### src/rtl/uart_tx_arbiter.sv
// Round-robin, packet-locked arbiter that shares one uart_tx serializer among
// NUM_REQ byte streams, optionally prefixing each packet with a source header.
module uart_tx_arbiter #(
  parameter int NUM_REQ = 4,
  parameter int HDR_EN  = 1,
  parameter int MAX_LEN = 256
) (
  input  logic                 clk,
  input  logic                 rst,
  input  logic [NUM_REQ-1:0]   req_valid,
  input  logic [8*NUM_REQ-1:0] req_data,
  input  logic [NUM_REQ-1:0]   req_last,
  output logic [NUM_REQ-1:0]   req_ready,
  output logic [7:0]           tx_data,
  output logic                 tx_start,
  input  logic                 tx_busy,
  output logic                 grant_valid,
  output logic [3:0]           grant_id,
  output logic                 pkt_done,
  output logic                 pkt_trunc
);

  typedef enum logic [1:0] {IDLE, LOAD, ACK, DRAIN} state_t;

  state_t      r_state;
  logic [15:0] r_cnt;
  logic [3:0]  r_ptr;
  logic [3:0]  r_gid;
  logic        r_gv;
  logic        r_hdr;
  logic        r_last;
  logic [7:0]  r_txd;
  logic        r_start;
  logic        r_done;
  logic        r_trunc;

  logic [15:0] w_vld16;
  logic [15:0] w_last16;
  logic        w_found;
  logic [3:0]  w_sel;
  logic [4:0]  w_sum;
  logic [7:0]  w_byte;
  logic [3:0]  w_next;

  // Padding to 16 bits lets every lookup use a plain 4-bit index.
  assign w_vld16  = 16'(req_valid);
  assign w_last16 = 16'(req_last);
  assign w_next   = (r_gid == 4'(NUM_REQ - 1)) ? 4'd0 : r_gid + 4'd1;

  always_comb begin
    w_found = 1'b0;
    w_sel   = '0;
    w_sum   = '0;
    for (int k = 0; k < NUM_REQ; k++) begin
      w_sum = {1'b0, r_ptr} + 5'(k);
      if (w_sum >= 5'(NUM_REQ)) w_sum = w_sum - 5'(NUM_REQ);
      if (!w_found && w_vld16[w_sum[3:0]]) begin
        w_found = 1'b1;
        w_sel   = w_sum[3:0];
      end
    end
  end

  always_comb begin
    w_byte    = '0;
    req_ready = '0;
    for (int i = 0; i < NUM_REQ; i++) begin
      if (r_gid == 4'(i)) w_byte = req_data[8*i +: 8];
      req_ready[i] = (r_state == LOAD) && (r_gid == 4'(i));
    end
  end

  always_ff @(posedge clk or posedge rst) begin
    if (rst) begin
      r_state <= IDLE;
      r_cnt   <= '0;
      r_ptr   <= '0;
      r_gid   <= '0;
      r_gv    <= 1'b0;
      r_hdr   <= 1'b0;
      r_last  <= 1'b0;
      r_txd   <= '0;
      r_start <= 1'b0;
      r_done  <= 1'b0;
      r_trunc <= 1'b0;
    end else begin
      r_start <= 1'b0;
      r_done  <= 1'b0;
      r_trunc <= 1'b0;
      case (r_state)
        IDLE: begin
          if (!tx_busy && w_found) begin
            r_gid <= w_sel;
            r_gv  <= 1'b1;
            r_cnt <= '0;
            if (HDR_EN != 0) begin
              r_txd   <= 8'hA0 | {4'h0, w_sel};
              r_start <= 1'b1;
              r_hdr   <= 1'b1;
              r_state <= ACK;
            end else begin
              r_hdr   <= 1'b0;
              r_state <= LOAD;
            end
          end
        end
        LOAD: begin
          if (w_vld16[r_gid]) begin
            r_txd   <= w_byte;
            r_start <= 1'b1;
            r_last  <= w_last16[r_gid];
            r_cnt   <= r_cnt + 16'd1;
            r_hdr   <= 1'b0;
            r_state <= ACK;
          end
        end
        ACK: begin
          if (tx_busy) r_state <= DRAIN;
        end
        DRAIN: begin
          if (!tx_busy) begin
            if (r_hdr) begin
              r_state <= LOAD;
            end else if (r_last || (r_cnt == 16'(MAX_LEN))) begin
              // A truncated packet's tail re-arbitrates later as a fresh packet.
              r_done  <= r_last;
              r_trunc <= !r_last;
              r_gv    <= 1'b0;
              r_ptr   <= w_next;
              r_state <= IDLE;
            end else begin
              r_state <= LOAD;
            end
          end
        end
        default: r_state <= IDLE;
      endcase
    end
  end

  assign tx_data     = r_txd;
  assign tx_start    = r_start;
  assign grant_valid = r_gv;
  assign grant_id    = r_gid;
  assign pkt_done    = r_done;
  assign pkt_trunc   = r_trunc;

endmodule

### config.mk
export PLATFORM = sky130hd
export DESIGN_NAME = uart_tx_arbiter
export DESIGN_NICKNAME = d
export VERILOG_FILES = /design/src/rtl/uart_tx_arbiter.sv
export SDC_FILE = /design/constraint.sdc
export NUM_CORES = 1
export LEC_CHECK = 0
export CORE_MARGIN = 2
export CORE_UTILIZATION = 51
export CTS_CLUSTER_DIAMETER = 40
export DETAILED_ROUTE_END_ITERATION = 10
export GPL_ROUTABILITY_DRIVEN = 0
export PLACE_DENSITY = 0.79
export SETUP_SLACK_MARGIN = 0.1
export SLEW_MARGIN = 25
export SYNTH_ARGS = -nofsm -noshare
export SYNTH_HDL_FRONTEND = slang
export SYNTH_SLANG_ARGS = --single-unit
### constraint.sdc
create_clock -name clk -period 3.5 [get_ports clk]
set_clock_uncertainty 0.1 [all_clocks]
set_input_delay 0.7 -clock clk [delete_from_list [all_inputs] [get_ports clk]]
set_output_delay 0.7 -clock clk [all_outputs]
set_load 0.01 [all_outputs]
==> results of run 1 <==
cells by family (layout without fill, tap and decap cells):
logic type      count (synthesis)  count (layout)
simple gates                  125             125
compound gates                 82              82
flops                          40              40
buf+inv                        30              98
fa+ha+maj                      16              16
xor+xnor                       15              15
mux                            13              13
per-stage QoR:
stage	setup WS [ns]	instance area [µm²]	util (%)	hold slack [ns]	cells
after floorplan	0.756	2840	-	0.309	321
after global placement	0.412	3550	65.3	0.332	451
after detailed placement	0.279	3550	65.3	0.345	451
after CTS	0.236	3630	66.8	0.359	458
after global routing	0.217	3660	67.2	0.384	461
final	0.425	3660	67.2	0.354	461
flip-flops by register name, summed over array words and instances, names as in the netlist:
signal	cells
r_hdr	1
r_cnt	16
grant_id	4
pkt_done	1
r_state	2
tx_data	8
r_last	1
tx_start	1
grant_valid	1
pkt_trunc	1
r_ptr	4
timing repair:
action                     CTS  global route
setup buffers                0             3
setup endpoints to repair    0            12
gates resized for setup      0             1
area by class of cell:
cell class / instances / area, µm²
repair buffers: 75 / 718
flip-flops and latches: 40 / 1000
inverters: 16 / 60.1
fillers: 454 / 1780
clock inverters: 2 / 12.5
well taps: 72 / 90.1
multi-input cells: 251 / 1710
clock buffers: 5 / 68.8
critical path: stages, from the launching register on:
cell,delay [ns]
dfrtp_2,0.50
ha_1,0.28
nand2_1,0.08
xor2_1,0.15
ha_1,0.21
a21oi_1,0.18
mux2i_1,0.41
a21boi_4,0.13
nor2_2,0.26
a31oi_4,0.20
buf_4,0.21
o211ai_2,0.13
o211ai_1,0.10
routing by layer:
metal	share of wire, %	GRT usage [%]
met1	45	30.8
met2	46	37.3
met3	8.3	6.90
met4	0.94	5.96
met5	0	0
synthesized netlist by cell type (all sizes together) (2+ instances only):
| cell | n | area [µm²] |
|---|---|---|
| a211oi | 3 | 22.5 |
| a21o | 3 | 22.5 |
| a21oi | 20 | 104 |
| a22oi | 4 | 43.8 |
| a31oi | 7 | 73.8 |
| and2 | 6 | 37.5 |
| and3 | 4 | 25.0 |
| buf | 7 | 48.8 |
| clkbuf | 7 | 26.3 |
| dfrtp | 40 | 1000 |
| ha | 16 | 200 |
| inv | 16 | 60.1 |
| mux2i | 8 | 83.8 |
| mux4 | 4 | 90.1 |
| nand2 | 47 | 179 |
| nand3 | 10 | 50.1 |
| nand3b | 3 | 22.5 |
| nand4 | 4 | 25.0 |
| nor2 | 29 | 126 |
| nor2b | 3 | 18.8 |
| nor3 | 9 | 61.3 |
| nor4 | 3 | 18.8 |
| o211ai | 3 | 27.5 |
| o21ai | 26 | 130 |
| o22ai | 5 | 31.3 |
| o31ai | 2 | 20.0 |
| or3 | 3 | 18.8 |
| xnor2 | 6 | 52.6 |
| xor2 | 9 | 78.8 |
power by group through the flow:
| stage | Combinational (W) | Clock (W) | Sequential [W] |
|---|---|---|---|
| final | 0.00181 | 0.000293 | 0.000771 |
| after global routing | 0.00201 | 0.000315 | 0.000794 |
| after CTS | 0.00178 | 0.000296 | 0.000766 |
| after detailed placement | 0.00177 | 0 | 0.000774 |
| after global placement | 0.00173 | 0 | 0.000772 |
| after floorplan | 0.00129 | 0 | 0.000735 |
path summary, 6_finish.rpt:
path / to / cells after the start / start / slack [ns]
max in group asynchronous: r_ptr[1] / 3 / rst / 2.20
setup / recovery: tx_data[1] / 12 / r_ptr[1] / 0.42
hold / removal: pkt_trunc / 1 / r_last / 0.35
min in group asynchronous: grant_id[0] / 3 / rst / 0.73
hold reg to reg: pkt_trunc / 1 / r_last / 0.35
setup reg to reg: tx_data[1] / 12 / r_ptr[1] / 0.42
==> reports/results.ini, run 1 <==
[run_status]
status=finished, final reports clean

[power]
switching_share_pct=46.4
p_int_w=0.00154
leakage_nw=1.55
total_power_w=0.00287
pwr-share-comb_pct=62.9
seqPwrFrac_pct=26.9
clockPowerShare_pct=10.2
power_density_nw_per_um2=785
switching_power_w=0.00133
ir_worst_vdd_mv=0.617

[yosys]
syn-num-nets=380
synth_compound_area_share_pct=20.1
syn_avg_cell_area_um2=8.85
yosysUniqueCellTypes=59
synthCells=321
muxShareOfSynthArea_pct=6.52
synth_top_family_by_area=simple AND/OR/NAND/NOR gates
synthAdderAreaFrac_pct=7.05
async_flop_share_pct=100
synth_edf_count=0
netlist_area_um2=2840
seq_area_frac_synth_pct=35.2
yosys_warnings=0
synth_xor_area_share_pct=4.62
synth_seq_cells=40
yosys.area_share.simple_pct=21.8
synth_ff_type=dfrtp_1

[routing]
first_iter_violations=202
wl_per_cell_um=14.8
drc=0
vias=2572
viasPerCell=5.58
drtPass1Iterations=4
routed_wl_um=6820
drtAntennaViolNets=0

[floorplanning]
core-area_um2=5440
die_h_um=78.6
start_util_pct=52.2
die_w_um=78.6
row_count=27
die-area_um2=6180
ios=63

[finish]
syn2layout_area_growth_pct=28.7
layout_common_cells=62 x clkdlybuf4s50_1, 46 x nand2_1, 39 x dfrtp_1
final_nets=448
diodes=0
drive_above_1_share_pct=11.1
mostFrequentLayoutCell=clkdlybuf4s50_1

[clock_network]
clk_pin_slew_ns=0.07
holdBufCountCts=0
clkSinkCount=40
cts_buffers=5
cts_tree=done
insertion_delay_ns=0.29
cts.path.max_buffers=2
cts-htree-levels=2
root_buffer=clkbuf_8

[sta]
relSlewSlack_pct=62.6
tns_ns=0
fmax_mhz=325
setup_viol=0
finalHoldViolations=0
fin_crit_ns=3.08
tightest_slew_ns=0.553
report.final.slew_viol_count=0
rsz0062_at_grt=no
fin_crit_sh_pct=87.9

[critical_path]
crit_fanout=11
critPathArrivalTime_ns=3.15
crit_path_end_kind=flip-flop
critPathLaunchType=flip-flop
critPathRequiredTime_ns=3.57
criticalPathCategory=flip-flop to flip-flop

[hold_path]
hold_path_class=flip-flop to flip-flop

[grt]
grt_start_max_net_pins=41
gr-total-overflow=0
antenna_found_initial=0
grt_pass1_wl_um=11400
grt_use_total_pct=23.2
grt_pass1_vias=2469

[placement]
place.port_buffers=62
hpwl_um=5220

[run]
drv_cap=0

No activity file was read; power rests on OpenSTA's default activity.
==> run 2: changes to the inputs <==
- PLACE_DENSITY: 0.79 -> 0.83
==> run 2 against run 1 <==
Net effect: design area grew 0.31%; count of clock-buffer cells in the layout is the same; hold slack lost 0.016 ns; die area is the same; global-route usage shrank 0.42 points; flip-flop and latch count is the same; worst setup slack lost 0.082 ns; core utilization grew 0.21 points; register-to-register slack lost 0.08 ns; critical path type unchanged; first-iteration DRC count shrank 38%; largest cell class unchanged; via count grew 0.39%.
==> reports/results.ini, run 2 (synthesized netlist as in run 1, its figures left out) <==
[floorplanning]
die_h_um=78.6
core-area_um2=5440
die_w_um=78.6
start_util_pct=52.2
die-area_um2=6180
row_count=27
ios=63

[grt]
grt_start_max_net_pins=41
gr-total-overflow=0
grt_pass1_vias=2426
antenna_found_initial=0
grt_pass1_wl_um=11300
grt_use_total_pct=22.8

[sta]
relSlewSlack_pct=66.5
fin_crit_sh_pct=90.2
rsz0062_at_grt=no
fmax_mhz=317
hold_slack_ns=0.338
setup_viol=0
tightest_slew_ns=0.502
tns_ns=0
finalHoldViolations=0
report.final.slew_viol_count=0
fin_crit_ns=3.16

[placement]
place.port_buffers=62
dpl.cell_count=450
hpwl_um=5220

[critical_path]
critPathArrivalTime_ns=3.23
critPathRequiredTime_ns=3.57
critPathLaunch=r_ptr[1]
criticalPathCategory=flip-flop to flip-flop
critPathLaunchType=flip-flop
crit_path_end_kind=flip-flop
crit_fanout=12
r2r_cells=13
reg2reg_from=r_ptr[1]

[clock_network]
cts.path.max_buffers=2
clkSinkCount=40
cts_resized=0
clk_pin_slew_ns=0.08
cts_buffers=5
insertion_delay_ns=0.29
cts_tree=done
holdBufCountCts=0
root_buffer=clkbuf_8
cts-htree-levels=2

[finish]
mostFrequentLayoutCell=clkdlybuf4s50_1
largest_reg_flops=16
fill_cells=417
finalNonFillerCells=461
diodes=0
layout_common_cells=62 x clkdlybuf4s50_1, 46 x nand2_1, 40 x dfrtp_1
final_nets=448
multi_input_area_um2=1710
drive_above_1_share_pct=10.8
syn2layout_area_growth_pct=29.1
seq_area_um2=1000
largest-register=r_cnt

[power]
power_density_nw_per_um2=780
ir_worst_vdd_mv=0.535
leakage_nw=1.55
total_power_w=0.00286

[routing]
routed_wl_um=6760
vias=2582
drtPass1Iterations=5
wl_per_cell_um=14.7
drc=0
first_iter_violations=126
drtAntennaViolNets=0
viasPerCell=5.60

[run]
drv_cap=0

[hold_path]
hold_depth=1
hold_path_class=flip-flop to flip-flop
min_from=r_last

[run_status]
status=finished, final reports clean

## run 2: cell counts in the layout (fill, tap and decap cells not counted)
Identical to the previous run, type by type.
## run 2: metrics by stage
step,setup WS (ns),cell area (µm²),utilization (%)
6_report,0.343,3670,67.4
5_1_grt,0.156,3670,67.4
4_1_cts,0.199,3630,66.7
3_5_place_dp,0.227,3540,65.2
3_3_place_gp,0.405,3540,65.2
2_1_floorplan,0.756,2840,-
## run 2: area by class of cell
| type | instances | area share, % |
|---|---|---|
| Inverter | 16 | 1.64 |
| Tap cell | 72 | 2.46 |
| Clock inverter | 2 | 0.341 |
| Sequential cell | 40 | 27.3 |
| Clock buffer | 5 | 1.88 |
| Multi-Input combinational cell | 251 | 46.5 |
| Timing Repair Buffer | 75 | 19.9 |
## run 2: where the power goes
group | internal, W | leakage, nW | switching (W) | total, W
Combinational | 0.000825 | 0.992 | 0.000995 | 0.00182
Sequential | 0.000582 | 0.520 | 0.000161 | 0.000743
Clock | 0.000135 | 0.0400 | 0.000163 | 0.000299
Total | 0.00154 | 1.55 | 0.00132 | 0.00286
## run 2: final timing paths
path | endpoint | slack (ns)
max | tx_data[1] | 0.34
min | pkt_trunc | 0.34
max reg2reg | tx_data[1] | 0.34
min reg2reg | pkt_trunc | 0.34
max in group asynchronous | grant_id[3] | 2.22
min in group asynchronous | tx_data[6] | 0.74
## run 2: critical path, cell delays in order (launching register included)
cell and delay (ns):
dfrtp_1 0.61, ha_1 0.31, nand2_1 0.08, xor2_1 0.15, ha_1 0.20, a21oi_1 0.16, mux2i_1 0.38, a21boi_4 0.12
nor2_2 0.24, a31oi_4 0.13, buf_12 0.16, buf_4 0.14, o211ai_2 0.13, o211ai_1 0.10
## run 2: layer usage
layer	up-vias	wire, µm	part of all wire (%)	GRT usage [%]
li1	1274	-	-	-
met1	1236	2990	44	29.6
met2	60	3400	50	39.1
met3	12	275	4.1	4.60
met4	0	94	1.4	5.44
met5	-	0	0	0
## run 2: timing repair
action | CTS | global route
endpoints found under the hold margin | 0 | 0
buffers inserted | 0 | 4
endpoints found under the setup margin | 0 | 16
==> run 3: changes to the inputs <==
- CTS_CLUSTER_DIAMETER: 40 -> 150
==> results of run 3 <==
Final layout, timing and power as in run 2 (identical DEF).
